File: config.mk
export PLATFORM = sky130hd
export DESIGN_NAME = fifo_write_arbiter
export DESIGN_NICKNAME = d
export VERILOG_FILES = /design/src/rtl/fifo_write_arbiter_pkg.sv /design/src/rtl/fifo_write_arbiter_picker.sv /design/src/rtl/fifo_write_arbiter.sv
export SDC_FILE = /design/constraint.sdc
export NUM_CORES = 1
export LEC_CHECK = 0
export CAP_MARGIN = 20
export CORE_ASPECT_RATIO = 1.75
export CORE_UTILIZATION = 27
export DETAILED_ROUTE_END_ITERATION = 6
export GPL_ROUTABILITY_DRIVEN = 1
export GPL_TIMING_DRIVEN = 0
export PLACE_DENSITY = 0.85
export SLEW_MARGIN = 20
export SYNTH_ARGS = -nofsm -noshare
export SYNTH_HDL_FRONTEND = slang
export SYNTH_HIERARCHICAL = 1
export SYNTH_SLANG_ARGS = --single-unit
File: constraint.sdc
create_clock -name clk -period 2.7 [get_ports clk]
set_input_delay 0.54 -clock clk [delete_from_list [all_inputs] [get_ports clk]]
set_output_delay 0.54 -clock clk [all_outputs]
set_load 0.02 [all_outputs]
File: src/rtl/fifo_write_arbiter_pkg.sv
// ----------------------------------------------------------------------------
// fifo_write_arbiter_pkg
// Shared types and helpers for the FIFO write arbiter and the arbiters that
// reuse its round-robin picker.
//   arb_state_t : IDLE (arbitrating / waiting for room) or BURST (owner writes)
//   clog2       : ceiling log2 usable in parameter and port declarations
//   fifo_cap    : number of entries of a FIFO with the given address width
//   FIFO_CAP    : capacity of the default 4-bit-address FIFO
// ----------------------------------------------------------------------------
package fifo_write_arbiter_pkg;

    typedef enum logic {
        IDLE  = 1'b0,
        BURST = 1'b1
    } arb_state_t;

    localparam int DEFAULT_ADDR_WIDTH = 4;
    localparam int FIFO_CAP           = 2 ** DEFAULT_ADDR_WIDTH;

    // Ceiling log2; clog2(1) = 0, clog2(5) = 3.
    function automatic int clog2(input int value);
        int result;
        result = 0;
        while ((1 << result) < value) begin
            result = result + 1;
        end
        return result;
    endfunction

    function automatic int fifo_cap(input int addr_width);
        return 2 ** addr_width;
    endfunction

endpackage

File: src/rtl/fifo_write_arbiter_picker.sv
// ----------------------------------------------------------------------------
// rr_priority_picker
// Purely combinational round-robin search: returns the first requester found
// when scanning rr_ptr, rr_ptr+1, ... wrapping modulo N (N need not be a
// power of two).
// Ports:
//   req    in  N      request vector
//   rr_ptr in  IDX_W  index to start the search at (must be < N)
//   found  out 1      at least one request bit set
//   idx    out IDX_W  winning index (0 when nothing is found)
// ----------------------------------------------------------------------------
module rr_priority_picker
    import fifo_write_arbiter_pkg::*;
#(
    parameter int N     = 4,
    parameter int IDX_W = clog2(N)
) (
    input  logic [N-1:0]     req,
    input  logic [IDX_W-1:0] rr_ptr,
    output logic             found,
    output logic [IDX_W-1:0] idx
);

    // Wrap base+offset back into 0..N-1; base < N and offset < N so a single
    // subtraction is enough.
    function automatic int rot_index(input int base, input int offset);
        int sum;
        sum = base + offset;
        if (sum >= N) begin
            sum = sum - N;
        end
        return sum;
    endfunction

    always_comb begin
        found = 1'b0;
        idx   = '0;
        for (int k = 0; k < N; k++) begin
            if (!found && req[IDX_W'(rot_index(int'(rr_ptr), k))]) begin
                found = 1'b1;
                idx   = IDX_W'(rot_index(int'(rr_ptr), k));
            end
        end
    end

endmodule

File: src/rtl/fifo_write_arbiter.sv
// ----------------------------------------------------------------------------
// fifo_write_arbiter
// Shares the write side of one single-clock FIFO among NUM_REQ producers.
// A round-robin arbiter hands one producer a burst of up to BURST_LEN words,
// and only when the FIFO has room for the whole burst.
//
// Producer handshake: req[i] says the word on producer i's req_data slice is
// valid; gnt[i] says that word is written to the FIFO in this cycle (the
// producer advances to its next word after a cycle with req[i] & gnt[i]).
// req_last[i] marks the last word of the burst and is only looked at on a
// granted beat. gnt is one-hot or zero and only ever set for the owner.
//
// Ports:
//   clk, reset     clock; synchronous active-high reset
//   req            per-producer word valid
//   req_data       flattened words, producer i at [i*DATA_WIDTH +: DATA_WIDTH]
//   req_last       per-producer end-of-burst marker
//   gnt            one-hot write grant
//   fifo_depth     FIFO occupancy (wraps to 0 when full)
//   fifo_full      FIFO full flag
//   fifo_wen       FIFO write enable
//   fifo_data_in   FIFO write data (owner's slice)
//   owner          current / most recent burst owner
//   busy           high while a burst is open
//   dbg_state      FSM state
//   dbg_rr_ptr     round-robin search start
// ----------------------------------------------------------------------------
module fifo_write_arbiter
    import fifo_write_arbiter_pkg::*;
#(
    parameter int NUM_REQ    = 4,
    parameter int DATA_WIDTH = 16,
    parameter int ADDR_WIDTH = 4,
    parameter int BURST_LEN  = 4
) (
    input  logic                          clk,
    input  logic                          reset,
    input  logic [NUM_REQ-1:0]            req,
    input  logic [NUM_REQ*DATA_WIDTH-1:0] req_data,
    input  logic [NUM_REQ-1:0]            req_last,
    output logic [NUM_REQ-1:0]            gnt,
    input  logic [ADDR_WIDTH-1:0]         fifo_depth,
    input  logic                          fifo_full,
    output logic                          fifo_wen,
    output logic [DATA_WIDTH-1:0]         fifo_data_in,
    output logic [clog2(NUM_REQ)-1:0]     owner,
    output logic                          busy,
    output arb_state_t                    dbg_state,
    output logic [clog2(NUM_REQ)-1:0]     dbg_rr_ptr
);

    localparam int OW  = clog2(NUM_REQ);
    localparam int BW  = clog2(BURST_LEN + 1);
    localparam int FW  = ADDR_WIDTH + 1;
    localparam int CAP = fifo_cap(ADDR_WIDTH);

    arb_state_t    r_state;
    arb_state_t    w_state_next;
    logic [OW-1:0] r_owner;
    logic [OW-1:0] w_owner_next;
    logic [OW-1:0] r_rr_ptr;
    logic [OW-1:0] w_rr_next;
    logic [BW-1:0] r_beat_cnt;
    logic [BW-1:0] w_beat_next;
    logic [BW-1:0] w_beat_inc;

    logic          w_pick_found;
    logic [OW-1:0] w_pick_idx;
    logic [FW-1:0] w_free_space;
    logic          w_start;
    logic          w_grant_beat;
    logic          w_burst_end;

    // fifo_depth wraps to 0 when the FIFO is full, so the full flag has to
    // override the subtraction.
    assign w_free_space = fifo_full ? '0 : (FW'(CAP) - {1'b0, fifo_depth});

    rr_priority_picker #(
        .N     (NUM_REQ),
        .IDX_W (OW)
    ) u_picker (
        .req    (req),
        .rr_ptr (r_rr_ptr),
        .found  (w_pick_found),
        .idx    (w_pick_idx)
    );

    assign w_start = (r_state == IDLE) && w_pick_found
                     && (w_free_space >= FW'(BURST_LEN));

    // Grant only the owner's word. ~fifo_full is a safety gate (the entry
    // check already reserves room); ~reset keeps a beat presented in the
    // reset cycle from being written.
    always_comb begin
        gnt = '0;
        if ((r_state == BURST) && !reset) begin
            gnt[r_owner] = req[r_owner] & ~fifo_full;
        end
    end

    assign fifo_wen     = |gnt;
    assign fifo_data_in = req_data[int'(r_owner)*DATA_WIDTH +: DATA_WIDTH];

    assign w_grant_beat = fifo_wen;
    assign w_beat_inc   = r_beat_cnt + 1'b1;
    assign w_burst_end  = w_grant_beat
                          && (req_last[r_owner] || (w_beat_inc == BW'(BURST_LEN)));

    always_comb begin
        w_state_next = r_state;
        w_owner_next = r_owner;
        w_rr_next    = r_rr_ptr;
        w_beat_next  = r_beat_cnt;
        case (r_state)
            IDLE: begin
                if (w_start) begin
                    w_state_next = BURST;
                    w_owner_next = w_pick_idx;
                    w_beat_next  = '0;
                end
            end
            BURST: begin
                if (w_grant_beat) begin
                    w_beat_next = w_beat_inc;
                    if (w_burst_end) begin
                        w_state_next = IDLE;
                        // Explicit wrap so non-power-of-2 NUM_REQ works.
                        w_rr_next = (r_owner == OW'(NUM_REQ - 1)) ? '0 : (r_owner + 1'b1);
                    end
                end
            end
            default: begin
                w_state_next = IDLE;
            end
        endcase
    end

    always_ff @(posedge clk) begin
        if (reset) begin
            r_state    <= IDLE;
            r_owner    <= '0;
            r_rr_ptr   <= '0;
            r_beat_cnt <= '0;
        end else begin
            r_state    <= w_state_next;
            r_owner    <= w_owner_next;
            r_rr_ptr   <= w_rr_next;
            r_beat_cnt <= w_beat_next;
        end
    end

    assign owner      = r_owner;
    assign busy       = (r_state == BURST);
    assign dbg_state  = r_state;
    assign dbg_rr_ptr = r_rr_ptr;

endmodule

Word-level counts from Yosys, hierarchy flattened
Cells that the tools add are included.
- register bits: 8
- input bits: 79
- output and inout port bits: 27
- logic and storage cells: 91
- add/sub/neg operators: 10
- order comparisons: 11
- eq/ne operators: 4
- shift-type cells: 1
- multiplexer cells: 40
- bitwise operators: 4
- reduce and logical (&&, ||, !) cells: 17
- operator list (cell ; number):
    $shiftx A64 B7 Y16 ; 1
    $mux W1 ; 18
    $mux W2 ; 9
    $lt A2 B4 Y1 const B ; 4
    $bmux W1 S2 ; 6
    $ge A3 B3 Y1 const B ; 3
    $logic_and A1 B1 Y1 ; 8
    $sub A2 B1 Y2 const B ; 4
    $add A2 B2 Y3 const B ; 2
    $mux W3 ; 2
    $pmux W3 S2 ; 1
    $ge A5 B3 Y1 const B ; 1
    $mux W5 ; 1
    $sub A5 B4 Y5 const A ; 1
    $and A4 B4 Y4 ; 1
    $logic_not A1 Y1 ; 4
    $mux W4 ; 1
    $reduce_and A2 Y1 ; 2
    $reduce_or A4 Y1 ; 1
    $add A2 B1 Y3 const B ; 1
    $add A3 B1 Y3 const B ; 1
    $eq A3 B3 Y1 const B ; 1
    $ge A2 B3 Y1 const B ; 1
    $lt A2 B3 Y1 const B ; 1
    other kinds (11) ; 12

Logic depth before layout (Yosys ltp)
- depth in word-level cells: 19
- depth in mapped cells: 9

Hierarchy
Netlist, hierarchy kept.
- by module, submodules not included (module ; instances ; cells an instance ; area an instance (um^2) ; sequential area each (um^2)):
    fifo_write_arbiter ; 1 ; 87 ; 996.0 ; 160.2
    rr_priority_picker ; 1 ; 15 ; 77.6 ; 0.0

Worst setup path after synthesis
OpenSTA, ideal clock, no wires.
- kind: reg2out
- from: register r_owner[0], in the netlist owner[0]
- to: output fifo_wen
- arrival: 2.318 ns
- slack: -0.158 ns
- stages on the path, launching flop included: 8
- path through: dfxtp_1 dlygate4sd1_1 buf_6 inv_1 ha_1 or4_1 nand3_4 inv_2
- word-level cells in the longest chain between the ends: 7
- RTL lines (what ; RTL line ; source):
    start: declaration ; fifo_write_arbiter.sv:59 ; logic [OW-1:0] r_owner;
    start signal: assignment ; fifo_write_arbiter.sv:146 ; r_owner <= w_owner_next;
    $lt A2 B3 Y1 (not written as such) / $ge A2 B1 Y1 (equally long branches) ; fifo_write_arbiter.sv:97 ; gnt[r_owner] = req[r_owner] & ~fifo_full;
    $logic_and A1 B1 Y1 (not written as such) ; fifo_write_arbiter.sv:97 ;
    $mux W1 (not written as such) ; fifo_write_arbiter.sv:97 ;
    $demux W1 S2 ; fifo_write_arbiter.sv:97 ;
    $and A4 B4 Y4 (no source line) * ; n/a ;
    $mux W4 * ; fifo_write_arbiter.sv:96 ; if ((r_state == BURST) && !reset) begin
    $reduce_or A4 Y1 * ; fifo_write_arbiter.sv:101 ; assign fifo_wen = |gnt;
    end: declaration ; fifo_write_arbiter.sv:44 ; output logic fifo_wen,
Every way passes the cells marked *; elsewhere a longest branch is shown, timed or not. The select of a mux whose other input is x is not followed.

Worst setup path after layout
- from: input req[1]
- to: output gnt[3]
- word-level cells in the longest chain between the ends: 5
- RTL lines (what ; RTL line ; source):
    start: declaration ; fifo_write_arbiter.sv:38 ; input logic [NUM_REQ-1:0] req,
    $bmux W1 S2 ; fifo_write_arbiter.sv:97 ;
    $mux W1 (not written as such) ; fifo_write_arbiter.sv:97 ;
    $and A1 B1 Y1 ; fifo_write_arbiter.sv:97 ;
    $and A4 B4 Y4 (no source line) ; n/a ;
    $mux W4 ; fifo_write_arbiter.sv:96 ;
    end: declaration ; fifo_write_arbiter.sv:41 ; output logic [NUM_REQ-1:0] gnt,
No other way between the ends. The select of a mux whose other input is x is not followed.

==> impl_results.md <==
* Status: complete, no violations
* Critical R2R Launch: owner[0]
* Die Y-Extent at 85.4 um
* Setup Viol. Count Final at 0
* # H-tree levels at 1
* Initial DRC count at 25
* Hpwl dp at 3.47 mm
* Grt met2 use at 0.407
* Worst-Margin Slew at 0.376 ns
* Die area at 4240 um2
* Routed WL per cell at 16.3 um
* Root Driver: clkbuf_8
* Period Utilization, post-route at 0.980
* Cell Rows at 30
* Crit. End Element: primary output
* Flops & latches, synth at 8
* Core area at between 3000 and 4000 um2
* Number of I/O pins at ~110
* Yosys top cell area share at 0.378
* DRC Markers at 0
* CTS sink cnt at 8
* Final Hold Fails at 0
* TritonCTS clock tree: yes
* Placer Congestion at around 0.76
* Yosys top cell by area: mux4_2
* All-layer global routing usage at 0.198
* Crit-path cells: clkdlybuf4s50_1 -> mux4_2 -> and3_2 -> dlygate4sd2_1
* R2R cell count at 8
* Vias at approximately 1.4k
* Hold Path Class: flop to flop
* FMAX at 378 MHz
* Clk_lat worst skew at 0.23 ns
* Post-DRT Antenna Nets at 0
* Area grow syn2layout at 116%
* Max_cap viols at 0
* Yosys cell types at 32
* Initial Utilization at 0.280
* Post-Syn Nets at about 190
* CP Launch Point: req[1]
* Hold endpoint: r_beat_cnt[2]
* CP max stage delay at between 0.5 and 0.6 ns
* HP Start: r_beat_cnt[2]
* Arrival @ worst endpoint at 2.11 ns
* Die W at between 40 and 50 um
* Synth warn at 6
* Initial antenna violation count at 0
* CP max FO at 5
* Largest net degree at the start of global routing at 11
* RSZ-0062 raised after global routing: no
* Largest cells by area after synthesis: mux4_2 (38%), dfxtp_1 (15%), ha_1 (8.2%), a21oi_1 (5.1%), inv_1 (3.1%)
* Relative slew slack at 0.749
* PortBufs at 104
* Fin Clk Skew at 0.000467 ns
* Met3 Use GR at 0.0735
* Number of global-route vias before repair at 1347
* Worst-path clk slew at roughly 0.04 ns
* DR pass1 iterations at 6
* Global Route met1 Usage at 0.155
* Seq/Total Area, Yosys at 0.149
* Reg2reg end: dbg_rr_ptr[1]
* Synth Instances at roughly 100
* Total gr overflow at 0
* Startpoint Class: input port
* Worst vdd ir at approximately 180 uV
* Pwr/cell area at 252 nW/um2
* CP Data Required Time at 2.16 ns
* Number of inserted diodes at 0
* Cell Area, Synth at 1070 um2
* Mean Syn Cell Area at about 11 um2
* Vias per cell at 5.15
* Hold depth at 2
* Global-route wire length before repair at 6.35 mm
* R2R setup slack at 0.67 ns
* WL final at about 4.3 mm
* CTS Buffer Depth at 2
* Pwr Total at 586 uW
* DP Cell Count at 254
* Pins Over Slew Limit at 0
* Leak pwr at between 0.0009 and 0.001 uW
* Slowest cell on crit path: mux4_2
* Post-CTS Hold Buffers at 0
* GR peak layer: met2
* CP Class: input port to primary output
* Cell Count, Final, Fillers Out at 265
* Total CTS buffers at 3
* Final min period at 2.65 ns
* Nets at between 300 and 400
* Share of cells above drive strength 1 at 0.217
==> sequential cells by signal, indices dropped and copies added, names as in the netlist <==
signal	cells
dbg_rr_ptr	2
busy	1
owner	2
r_beat_cnt	3
==> what timing repair did <==
action	CTS	global route
endpoints found under the setup margin	22	4
pin swaps	1	0
resized for setup	24	5
setup buffers	0	8
==> how the worst max path moves through the flow <==
| stage | endpoint | depth (start not counted) |
|---|---|---|
| after CTS | fifo_wen | 8 |
| after floorplan | fifo_wen | 7 |
| final | gnt[3] | 4 |
| after global routing | gnt[3] | 4 |
| after global placement | fifo_wen | 8 |
| after detailed placement | fifo_wen | 8 |
==> cells by family after synthesis <==
kind of cell / count (synthesis) / synth area share
muxes: 19 / 0.388
adders and majority gates: 7 / 0.0816
and+or+nand+nor: 23 / 0.139
DFF: 8 / 0.149
xor gates and xnor gates: 1 / 0.00816
buffers and inverters: 17 / 0.0769
AOI/OAI and AO/OA: 27 / 0.157
==> cell type report <==
type                       count  area [um2]
timing repair buffer         112        1100
tap                           48        60.1
sequential                     8         168
clock buffer                   3        41.3
multi-input combinational     77         835
fill                         325        1510
buffer                         6        82.6
inverter                      11        41.3
==> report_power, final <==
| group | internal [uW] | leakage (uW) | total (uW) | switching, uW |
|---|---|---|---|---|
| Combinational | 206 | 0.000844 | 315 | 108 |
| Clock | 96.5 | 0.0000216 | 144 | 47.1 |
| Sequential | 121 | 0.0000664 | 127 | 6.33 |
| Total | 424 | 0.000932 | 586 | 162 |
==> stage by stage <==
stage / TNS [ns] / util / setup WS (ns) / hold WS (ns) / instance area, um2
floorplan: 0 / - / 0.000963 / 0.461 / 1070
global placement: -1.99 / 0.568 / -0.632 / 0.479 / 2180
detailed placement: -2.21 / 0.568 / -0.692 / 0.485 / 2180
CTS: 0 / 0.590 / 0.00946 / 0.491 / 2260
global route: 0 / 0.607 / 0.0283 / 0.515 / 2320
finish: 0 / 0.607 / 0.0539 / 0.483 / 2320
==> worst max-delay path, delay by kind of cell <==
kind,cells,cell delay (ns)
buffers and inverters,2,0.79
multiplexers,1,0.54
AND/OR/NAND/NOR,1,0.23
==> cells in the mapped netlist, drive strengths merged <==
cell type / n
mux4: 18
a21oi: 11
inv: 11
dfxtp: 8
ha: 7
o21ai: 7
nand3: 5
and3: 4
buf: 4
nand2: 3
nor2: 3
nor2b: 3
o211ai: 3
nand2b: 2
or4: 2
a21o: 1
a221o: 1
clkbuf: 1
dlygate4sd1: 1
mux2: 1
nor3b: 1
o2111a: 1
o2111ai: 1
o211a: 1
o221ai: 1
xor2: 1
==> layer usage <==
metal,share of wire,vias up
met2,0.58,83
li1,-,634
met3,0.10,7
met4,0.017,0
met1,0.30,640
met5,0,-
==> cells in the final DEF, fill, tap and decap left out, types with 3 or more instances in the layout <==
| cell | n |
|---|---|
| clkdlybuf4s50_1 | 97 |
| mux4_2 | 18 |
| a21oi_1 | 11 |
| inv_1 | 9 |
| buf_4 | 9 |
| ha_1 | 7 |
| dfxtp_1 | 6 |
| o21ai_0 | 5 |
| and3_2 | 4 |
| nand3_1 | 4 |
| dlygate4sd2_1 | 4 |
| nand2_1 | 3 |
| nor2_1 | 3 |
| nor2b_1 | 3 |
| o211ai_1 | 3 |
| clkbuf_8 | 3 |
Power figures use the tool's default switching activity.
